<file path="src/rtl/color_pkg.sv">
// Shared types for the color scan sequencer: color codes, scheduler states
// and the default active-video geometry.
package color_pkg;

    typedef enum logic [1:0] {
        RED    = 2'd0,
        GREEN  = 2'd1,
        BLUE   = 2'd2,
        YELLOW = 2'd3
    } color_t;

    typedef enum logic [2:0] {
        IDLE   = 3'd0,
        SELECT = 3'd1,
        ARM    = 3'd2,
        SCAN   = 3'd3,
        OUTPUT = 3'd4
    } state_t;

    localparam int H_ACTIVE_DEFAULT = 1280;
    localparam int V_ACTIVE_DEFAULT = 720;

endpackage

</file>
<file path="src/rtl/color_rr_pick.sv">
// Round-robin color picker: first set mask bit strictly after 'last',
// wrapping 3->0, so 'last' itself is only chosen when it is the sole bit.
module color_rr_pick (
    input  logic [3:0] mask,
    input  logic [1:0] last,
    output logic [1:0] next,
    output logic       any
);

    always_comb begin
        logic [1:0] cand;
        next = last;
        cand = last;
        // Walk farthest-first so the nearest set bit is the final winner.
        for (int i = 4; i >= 1; i--) begin
            cand = last + 2'(i);
            if (mask[cand]) begin
                next = cand;
            end
        end
    end

    assign any = |mask;

endmodule

</file>
<file path="src/rtl/color_scan_sequencer.sv">
// Schedules per-color detector scans frame by frame and hands each centroid
// (or a miss) to a consumer over a valid/ready result port.
module color_scan_sequencer
    import color_pkg::*;
#(
    parameter int TIMEOUT_FRAMES = 2,
    parameter int H_ACTIVE       = H_ACTIVE_DEFAULT,
    parameter int V_ACTIVE       = V_ACTIVE_DEFAULT
) (
    input  logic        clk,
    input  logic        reset,
    input  logic        enable,
    input  logic [3:0]  color_mask,
    input  logic        frame_start,
    input  logic        det_ready,
    input  logic [31:0] det_coord,
    output logic        det_enable,
    output logic [1:0]  det_color,
    output logic        res_valid,
    input  logic        res_ready,
    output logic [1:0]  res_color,
    output logic [15:0] res_x,
    output logic [15:0] res_y,
    output logic        res_miss,
    output logic        busy,
    output state_t      dbg_state
);

    // Result port: res_valid and all res_* fields stay stable while
    // res_valid=1 and res_ready=0; a transfer happens on a clock edge where
    // both are high, and res_valid drops on the following cycle.

    state_t      state, state_next;
    logic [1:0]  last_color;
    logic [1:0]  pick_color;
    logic        mask_any;
    logic [15:0] frame_cnt;
    logic        load_color, take_hit, take_miss, cnt_inc, commit;
    logic        hit_out_of_range;

    color_rr_pick u_pick (
        .mask (color_mask),
        .last (last_color),
        .next (pick_color),
        .any  (mask_any)
    );

    assign hit_out_of_range = (det_coord[31:16] >= 16'(H_ACTIVE)) ||
                              (det_coord[15:0]  >= 16'(V_ACTIVE));

    always_comb begin
        state_next = state;
        load_color = 1'b0;
        take_hit   = 1'b0;
        take_miss  = 1'b0;
        cnt_inc    = 1'b0;
        commit     = 1'b0;
        det_enable = 1'b0;
        res_valid  = 1'b0;
        busy       = (state != IDLE);
        case (state)
            IDLE: begin
                if (enable && mask_any) state_next = SELECT;
            end
            SELECT: begin
                if (!enable || !mask_any) begin
                    state_next = IDLE;
                end else begin
                    load_color = 1'b1;
                    state_next = ARM;
                end
            end
            ARM: begin
                if (!enable)          state_next = IDLE;
                else if (frame_start) state_next = SCAN;
            end
            SCAN: begin
                det_enable = 1'b1;
                // Abort beats a result; a result beats the timeout frame.
                if (!enable) begin
                    state_next = IDLE;
                end else if (det_ready) begin
                    take_hit   = 1'b1;
                    state_next = OUTPUT;
                end else if (frame_start) begin
                    if (frame_cnt == 16'(TIMEOUT_FRAMES - 1)) begin
                        take_miss  = 1'b1;
                        state_next = OUTPUT;
                    end else begin
                        cnt_inc = 1'b1;
                    end
                end
            end
            OUTPUT: begin
                res_valid = 1'b1;
                if (res_ready) begin
                    commit     = 1'b1;
                    state_next = (enable && mask_any) ? SELECT : IDLE;
                end
            end
            default: state_next = IDLE;
        endcase
    end

    always_ff @(posedge clk) begin
        if (reset) begin
            state      <= IDLE;
            last_color <= YELLOW;
            det_color  <= RED;
            frame_cnt  <= '0;
            res_color  <= '0;
            res_x      <= '0;
            res_y      <= '0;
            res_miss   <= 1'b0;
        end else begin
            state <= state_next;
            if (load_color) det_color <= pick_color;
            if (commit)     last_color <= res_color;
            if (state != SCAN) frame_cnt <= '0;
            else if (cnt_inc)  frame_cnt <= frame_cnt + 16'd1;
            if (take_hit) begin
                res_color <= det_color;
                res_x     <= det_coord[31:16];
                res_y     <= det_coord[15:0];
                res_miss  <= hit_out_of_range;
            end else if (take_miss) begin
                res_color <= det_color;
                res_x     <= '0;
                res_y     <= '0;
                res_miss  <= 1'b1;
            end
        end
    end

    assign dbg_state = state;

endmodule
</file>
<file path="config.mk">
export PLATFORM = sky130hd
export DESIGN_NAME = color_scan_sequencer
export DESIGN_NICKNAME = d
export VERILOG_FILES = /design/src/rtl/color_pkg.sv /design/src/rtl/color_rr_pick.sv /design/src/rtl/color_scan_sequencer.sv
export SDC_FILE = /design/constraint.sdc
export NUM_CORES = 1
export LEC_CHECK = 0
export ABC_CLOCK_PERIOD_IN_PS = 4900
export BUFFER_PORTS_ARGS = -buffer_cell sky130_fd_sc_hd__buf_2
export CAP_MARGIN = 20
export CORE_MARGIN = 2
export CORE_UTILIZATION = 35
export DETAILED_ROUTE_END_ITERATION = 10
export PLACE_DENSITY_LB_ADDON = 0.25
export RECOVER_POWER = 100
export SLEW_MARGIN = 20
export SYNTH_ARGS = -nofsm -noshare
export SYNTH_HDL_FRONTEND = slang
export SYNTH_SLANG_ARGS = --single-unit
</file>
<file path="constraint.sdc">
create_clock -name clk -period 4.9 [get_ports clk]
set_input_delay 0.49 -clock clk [delete_from_list [all_inputs] [get_ports clk]]
set_output_delay 0.49 -clock clk [all_outputs]
set_load 0.01 [all_outputs]
</file>
# Word-level counts from Yosys, hierarchy flattened

Cells that the tools add are included.
W data, S select, Z words.

Bitwise gates (word level): 0
Add/sub/neg operators: 4
Equal/unequal tests: 11
Magnitude comparators: 5
Multiplexer cells: 46
$mul: 0
Div/mod/pow operators: 0
Shift operators: 0
Reductions and logical operators: 11

Operator list:

| operator                | count |
|---|---|
| $mux W16                | 3 |
| $mux W1                 | 25 |
| $mux W3                 | 8 |
| $add A16 B1 Y16 const B | 1 |
| $eq A16 B1 Y1 const B   | 1 |
| $ge A16 B10 Y1 const B  | 1 |
| $ge A16 B11 Y1 const B  | 1 |
| $pmux W3 S5             | 1 |
| $mux W2                 | 6 |
| $lt A2 B3 Y1 const B    | 3 |
| $ne A4 B4 Y1 const B    | 2 |
| $bmux W1 S2             | 3 |
| $eq A3 B2 Y1 const B    | 2 |
| $reduce_and A5 Y1       | 1 |
| $add A2 B2 Y2 const B   | 2 |
| $ne A2 B2 Y1 const B    | 2 |
| $reduce_or A4 Y1        | 1 |
| $eq A3 B1 Y1 const B    | 1 |
| $eq A3 B3 Y1 const B    | 1 |
| $logic_not A3 Y1        | 1 |
| $ne A3 B2 Y1 const B    | 1 |
| $ne A3 B3 Y1 const B    | 1 |
| $reduce_bool A3 Y1      | 1 |
| $add A2 B1 Y2 const B   | 1 |
| 5 further kinds         | 7 |

Latch bits: 0
Output and inout port bits: 43
Memories: 0
Logic and storage cells: 85
Flip-flop bits (word level): 58
Bits in writable memories: 0
Memory bits (read-only): 0

# Logic depth before layout (Yosys ltp)

Gate-level depths: netlist (run 1).

Depth after elaboration: 8
Depth in mapped cells: 8

# Hierarchy

From an unflattened synthesis (run 1), not the netlist that was laid out.

Cell total of the unflattened synthesis: 284
Area total of the unflattened synthesis: 2,727.6 um^2

By module, submodules not included:

| module               | instances | area each (um^2) | cells an instance |
|---|---|---|---|
| color_scan_sequencer | 1         | 2,655.0          | 270 |
| color_rr_pick        | 1         | 72.6             | 14 |

# Worst setup path before layout (run 1)

No wires, ideal clock.

Kind: in2reg
Start: input port color_mask[1]
End: register state[1], in the netlist dbg_state[1]
Data arrival time: 1,728 ps
Path slack: 3,049 ps
Buffers on the path: 0
Setup time: 123 ps
Stages on the path: 4
Path through: or4_1 -> a21oi_1 -> a311o_1 -> mux2_1

Word-level cells in the longest chain between the ends: 5
Elaborated cells on any way between the ends: 8
Those cells by class: eq/ne (1); mux (2); reduce/logical (5)

RTL lines:

| element              | RTL line                    | RTL |
|---|---|---|
| from (decl)          | color_scan_sequencer.sv:13  | `input logic [3:0] color_mask,` |
| $reduce_or A4 Y1 *   | color_rr_pick.sv:23         | `assign any = \|mask;` |
| $logic_not A1 Y1     | color_scan_sequencer.sv:66  | `if (!enable \|\| !mask_any) begin` |
| $logic_or A1 B1 Y1   | color_scan_sequencer.sv:66  |  |
| $mux W2              | color_scan_sequencer.sv:66  |  |
| $pmux W3 S5          | color_scan_sequencer.sv:61  | `case (state)` |
| to (signal assigned) | color_scan_sequencer.sv:116 | `state <= state_next;` |
| to (decl)            | color_scan_sequencer.sv:33  | `state_t state, state_next;` |

Mark *: on every way between the ends. The rest lies on a longest branch, timed or not.
A chain may end at the register's enable or synchronous reset.

# Final worst setup path (run 1)

Start: register state[0], in the netlist dbg_state[0]
End: register res_miss

Word-level cells in the longest chain between the ends: 3
Elaborated cells on any way between the ends: 5
Those cells by class: eq/ne (1); mux (3); reduce/logical (1)

RTL lines:

| element                                              | RTL line                    | RTL |
|---|---|---|
| $eq A3 B2 Y1 *                                       | color_scan_sequencer.sv:61  |  |
| $mux W1                                              | color_scan_sequencer.sv:61  |  |
| $mux W1 / $reduce_bool A2 Y1 (equally long branches) | -                           |  |
| to (signal assigned)                                 | color_scan_sequencer.sv:125 | `res_miss <= hit_out_of_range;` |
| to (decl)                                            | color_scan_sequencer.sv:24  | `output logic res_miss,` |

Marks and branches as above.

==> impl_metrics.env, run 1 <==
export IMPL_synth_ff_type="dfxtp_1"
export IMPL_coreArea_um2=7727
export IMPL_synthCells=331
export IMPL_power_leakage_nw=1.193
export IMPL_nFillCells=844
export IMPL_slew_headroom=-0.1257
export IMPL_drc_errors=0
export IMPL_r2r_cells=5
export IMPL_totalPowerFinal_mw=1.117
export IMPL_slew_viol_final=78
export IMPL_chipWidth_um=93.09
export IMPL_grt_max_degree=48
export IMPL_worstSkewPairLatency_ps=330
export IMPL_die_h_um=93.09
export IMPL_grt_overflow_total=0
export IMPL_path_max_fanout=33
export IMPL_yosysUniqueCellTypes=43
export IMPL_clockBufferDepth=2
export IMPL_num_antenna_cells=0
export IMPL_clk_pin_slew_ps=70
export IMPL_final_area_um2=3417
export IMPL_antenna_found_initial=0
export IMPL_worst_pin_slew_ps=1689
export IMPL_cp_start_kind="flop"
export IMPL_final_common_cell="dfxtp_1"
export IMPL_synth_edff_count=0
export IMPL_viasPerCell=5.334
export IMPL_grt_first_pass_wirelength_um=11590
export IMPL_dp_hpwl_um=4908
export IMPL_hold_viol=0
export IMPL_mostFrequentLayoutCells="dfxtp_1 (58), clkbuf_1 (48), nand2_1 (46), a21oi_1 (46), buf_2 (40)"
export IMPL_crit_path_end_kind="flop"
export IMPL_drt_wl_total_um=7258
export IMPL_status="finished, violations left"
export IMPL_syn2layout_area_growth_pct=23.02
export IMPL_peakVddDrop_mv=0.1475
export IMPL_htreeDepth=3
export IMPL_numCtsBuffers=9
export IMPL_drt_initial_drc_count=114
export IMPL_track_usage=0.1668
export IMPL_cap_violations=2
export IMPL_first_pass_iters=5
export IMPL_final_period_utilization=0.5896
export IMPL_routedWlPerCell_um=14.18
export IMPL_hold_depth=3
export IMPL_final_setup_viol_count=0
export IMPL_r2r_slack_ps=2010
export IMPL_power_density_nw_per_um2=326.8
export IMPL_syn_nets=375
export IMPL_multi_input_area_um2=1473
export IMPL_postCtsHoldBufs=0
export IMPL_setup_tns_ps=0
export IMPL_async_flop_share=0
export IMPL_rsz0062_at_grt="false"
export IMPL_fin_ws_ps=2011
export IMPL_pre_cts_ws_ps=2624
export IMPL_critical_path_required_ps=5140
export IMPL_fin_crit_ps=2889
export IMPL_ant_nets=0
export IMPL_utilization=0.4422
export IMPL_drive_gt1_frac=0.1415
export IMPL_boundaryPins=85
export IMPL_regArea_um2=1161
export IMPL_port_buffers=84
export IMPL_cts_sinks=58
export IMPL_nets=449
export IMPL_rows=32
export IMPL_ys_warn_count=0
export IMPL_routabilityCongestion=0.7951
export IMPL_max_freq_mhz=346.1
export IMPL_cp_data_arrival_time_ps=3120
export IMPL_dr_total_vias=2731
export IMPL_dpl_cell_area_um2=3244
export IMPL_syn_cell_area_um2=2778
export IMPL_synth_seq_cells=58
export IMPL_grt_pass1_vias=2507
export IMPL_start_util=0.3595
export IMPL_syn_area_per_cell_um2=8.392
export IMPL_cts_root_buffer="clkbuf_8"
export IMPL_finClkSkew_ps=7.596
export IMPL_die_area_um2=8665
export IMPL_cts_setup_buffers=0
export IMPL_violations="capacitance limit, slew limit"
export IMPL_cts_resized=0
export IMPL_hold_class="input port to flop"
export IMPL_ys_seq_area_frac=0.4180
export IMPL_critical_path_class="flop to flop"
export IMPL_cts_tree="done"
[cell usage after synthesis (2+ instances only)]
cell	number	area (um^2)
dfxtp_1	58	1161
nand2_1	47	176.4
a21oi_1	45	225.2
o211ai_1	33	247.7
nand2b_1	18	112.6
clkbuf_1	12	45.04
mux2i_1	12	120.1
buf_2	11	55.05
nand3_1	9	45.04
nand4_1	8	50.05
nor3_1	8	40.04
and3_1	7	43.79
inv_1	7	26.28
or4_1	5	37.54
and4_1	4	35.03
nor2_1	4	15.01
o31ai_1	4	30.03
a211o_1	3	26.28
nor2b_1	3	18.77
nor4_1	3	18.77
o21ai_0	3	15.01
a221oi_1	2	17.52
and2_1	2	12.51
ha_1	2	25.02
o21ai_1	2	10.01
or3_1	2	12.51
[per-layer routing]
metal,GRT usage,up-vias,share of wire
met1,0.2080,1273,0.48
li1,-,1368,-
met2,0.2723,84,0.45
met3,0.05157,6,0.060
met5,0,-,0
met4,0.05882,0,0.012
[worst max-delay path: stages (launching register included)]
cell and delay [ps]:
dfxtp_1 510, and4b_1 390, and2_0 160, clkbuf_1 1050
a21oi_1 320, a221oi_1 370
[cell families after synthesis]
family / Yosys count / synth area share
AND/OR/NAND/NOR: 129 / 0.2541
AO/OA/AOI/OAI: 98 / 0.2248
flip-flops: 58 / 0.4180
buffers and inverters: 31 / 0.04685
multiplexers: 13 / 0.04730
adder cells (fa/ha/maj): 2 / 0.009008
[path summary, 6_finish.rpt]
kind / startpoint / endpoint
max: dbg_state[0] / res_miss
min: det_coord[0] / res_y[0]
max reg2reg: dbg_state[0] / res_miss
min reg2reg: res_miss / res_miss
[registers in the layout, indices dropped and copies added, names as in the netlist]
name and cells:
res_x 16, res_color 2, res_miss 1, res_y 16, frame_cnt 16, last_color 2, dbg_state 3, det_color 2
[where the power goes]
group / internal, mW / switching (mW) / total [mW]
clock network: 0.366 / 0.186 / 0.552
registers: 0.478 / 0.00902 / 0.487
logic: 0.0339 / 0.0443 / 0.0782
[metrics by stage]
step | std cells | hold slack [ps]
2_1_floorplan | 331 | 442.8
3_3_place_gp | 496 | 454.7
3_5_place_dp | 496 | 464.7
4_1_cts | 512 | 371.0
5_1_grt | 512 | 381.5
6_report | 512 | 389.9
[final cells by class]
cell class | count | share of cell area
clock buffer | 12 | 0.04540
clock inverter | 4 | 0.02856
inverter | 7 | 0.007689
multi-input combinational | 242 | 0.4310
sequential | 58 | 0.3398
tap | 102 | 0.03735
timing repair buffer | 87 | 0.1102
Power figures use the tool's default switching activity.
==> inputs of run 2 (changes only) <==
Settings changed: ABC_AREA set to 1, ABC_CLOCK_PERIOD_IN_PS 4900 to 3000.
Clock period 4.9 ns to 3 ns, I/O delays scaled along.
==> impl_metrics.env, run 2 <==
export IMPL_ant_nets=0
export IMPL_drt_wl_total_um=6929
export IMPL_peakVddDrop_mv=0.2660
export IMPL_ys_warn_count=0
export IMPL_synth_ff_type="dfxtp_1"
export IMPL_grt_max_degree=36
export IMPL_syn_area_per_cell_um2=6.518
export IMPL_viasPerCell=4.654
export IMPL_start_util=0.3619
export IMPL_port_buffers=84
export IMPL_path_max_fanout=35
export IMPL_setup_tns_ps=0
export IMPL_cts_resized=0
export IMPL_final_setup_viol_count=0
export IMPL_fin_crit_ps=2271
export IMPL_nFillCells=816
export IMPL_pwr_share_seq=0.482
export IMPL_ys_seq_area_frac=0.4152
export IMPL_synth_seq_cells=58
export IMPL_cpMostUsedCell="inv_1"
export IMPL_ys_top_cells_by_count="nand2_1 (159), dfxtp_1 (58), a21oi_1 (53), nor2_1 (40), inv_1 (35)"
export IMPL_final_area_um2=3437
export IMPL_rsz0062_at_grt="false"
export IMPL_crit_path_cell_trace="inv_1 -> nand3_1 -> nor3_4 -> buf_4 -> inv_1 -> nand2_2 -> inv_1 -> nand2_1 -> a21oi_1"
export IMPL_synth_most_common_cell="nand2_1"
export IMPL_numCtsBuffers=9
export IMPL_regArea_um2=1161
export IMPL_hold_class="input port to flop"
export IMPL_cp_start_kind="flop"
export IMPL_coreArea_um2=7727
export IMPL_dpl_cell_area_um2=3289
export IMPL_worstSkewPairLatency_ps=330
export IMPL_finClkSkew_ps=6.279
export IMPL_cts_root_buffer="clkbuf_8"
export IMPL_critPathSlowestCell="inv_1"
export IMPL_drt_initial_drc_count=153
export IMPL_die_h_um=93.39
export IMPL_synth_top_area_frac=0.4152
export IMPL_reg_largest_list="frame_cnt: 16 flops, res_x: 16 flops, res_y: 16 flops"
export IMPL_swShare=0.2327
export IMPL_mostFrequentLayoutCells="nand2_1 (159), dfxtp_1 (58), a21oi_1 (53)"
export IMPL_p_int_mw=1.248
export IMPL_final_period_utilization=0.7572
export IMPL_htreeDepth=3
export IMPL_drive_gt1_frac=0.1219
export IMPL_status="complete, no violations"
export IMPL_power_density_nw_per_um2=473.2
export IMPL_rows=32
export IMPL_dr_total_vias=2881
export IMPL_hold_viol=0
export IMPL_final_common_cell="nand2_1"
export IMPL_syn2layout_area_growth_pct=22.91
export IMPL_cts_tree="done"
export IMPL_critical_path_class="flop to flop"
export IMPL_cts_sinks=58
export IMPL_postCtsHoldBufs=0
export IMPL_crit_path_end_kind="flop"
export IMPL_antenna_found_initial=0
export IMPL_cp_buffers_inverters=4
export IMPL_cp_data_arrival_time_ps=2530
export IMPL_p_comb_frac=0.067
export IMPL_die_area_um2=8721
export IMPL_worst_pin_slew_ps=1034
export IMPL_boundaryPins=85
export IMPL_async_flop_share=0
export IMPL_track_usage=0.1665
export IMPL_routedWlPerCell_um=11.19
export IMPL_critical_path_required_ps=3260
export IMPL_grt_overflow_total=0
export IMPL_clk_pin_slew_ps=60
export IMPL_num_antenna_cells=0
export IMPL_synth_edff_count=0
export IMPL_chipWidth_um=93.39
export IMPL_nets=556
export IMPL_syn_nets=473
export IMPL_synth_top_cell_by_area="dfxtp_1"
export IMPL_grt_first_pass_wirelength_um=11730
export IMPL_synth_area_leaders="dfxtp_1 (42%), nand2_1 (21%), a21oi_1 (9.5%), nor2_1 (5.4%), inv_1 (4.7%)"
export IMPL_max_freq_mhz=440.2
export IMPL_critPathMaxStageDelay_ps=750
export IMPL_dp_hpwl_um=5149
export IMPL_cts_setup_buffers=0
export IMPL_yosysUniqueCellTypes=23
export IMPL_power_leakage_nw=1.390
export IMPL_p_switching_uw=378.4
export IMPL_syn_cell_area_um2=2796
export IMPL_slew_headroom=0.3102
export IMPL_critical_path_top_delay_family="buffers and inverters"
export IMPL_synthCells=429
export IMPL_multi_input_area_um2=1414
export IMPL_routabilityCongestion=0.8177
export IMPL_clockPowerShare=0.451
export IMPL_grt_pass1_vias=2669
export IMPL_first_pass_iters=4
export IMPL_clockBufferDepth=2
export IMPL_cap_violations=0
export IMPL_slew_viol_final=0
export IMPL_drc_errors=0
run 2: cell families after synthesis:
family	count (synthesis)	share of synthesized area
AO/OA/AOI/OAI	70	0.1280
AND/OR/NAND/NOR	240	0.3517
buffers and inverters	53	0.07741
flip-flops	58	0.4152
adder cells (fa/ha/maj)	2	0.008947
XOR/XNOR	6	0.01879
run 2: layout make-up:
cell class | count | share of cell area
Tap cell | 102 | 0.03713
Timing Repair Buffer | 86 | 0.1114
Sequential cell | 58 | 0.3378
Multi-Input combinational cell | 318 | 0.4114
Clock inverter | 4 | 0.01456
Inverter | 39 | 0.04259
Clock buffer | 12 | 0.04514
run 2: power groups by stage:
stage               Sequential, mW  Clock, mW  Combinational (mW)
CTS                          0.785      0.758               0.113
detailed placement           0.802          0               0.112
finish                       0.784      0.733               0.109
floorplan                    0.805          0              0.0542
global route                 0.785      0.789               0.126
global placement             0.802          0               0.112
run 2: path summary, 6_finish.rpt:
kind	startpoint	to	slack, ps	depth (start not counted)
max reg2reg	dbg_state[2]	res_y[15]	730	9
min reg2reg	res_x[15]	res_x[15]	460	2
min	det_coord[19]	res_x[3]	220	3
max	dbg_state[2]	res_y[15]	730	9
run 2: stage by stage:
step / utilization / hold slack [ps] / power (mW) / cells / worst slack (ps)
after floorplan: - / 444.2 / 0.8588 / 429 / 1596
after global placement: 0.4257 / 444.5 / 0.9137 / 603 / 1184
after detailed placement: 0.4257 / 450.9 / 0.9145 / 603 / 1133
after CTS: 0.4522 / 199.8 / 1.655 / 619 / 1120
after global routing: 0.4448 / 218.4 / 1.701 / 619 / 437.0
final: 0.4448 / 216.4 / 1.626 / 619 / 728.5
run 2: metal layers:
layer | wire [um] | GRT usage | part of all wire | up-vias
met5 | 0 | 0 | 0 | -
met4 | 95 | 0.06985 | 0.014 | 0
met3 | 472 | 0.05318 | 0.068 | 11
met2 | 3050 | 0.2554 | 0.44 | 78
met1 | 3311 | 0.2154 | 0.48 | 1257
li1 | - | - | - | 1535
run 2: worst reg2reg max path: stages, from the launching register on:
cell and delay, ps:
dfxtp_1 390, inv_1 90, nand3_1 210, nor3_4 60
buf_4 240, inv_1 120, nand2_2 70, inv_1 750
nand2_1 110, a21oi_1 160
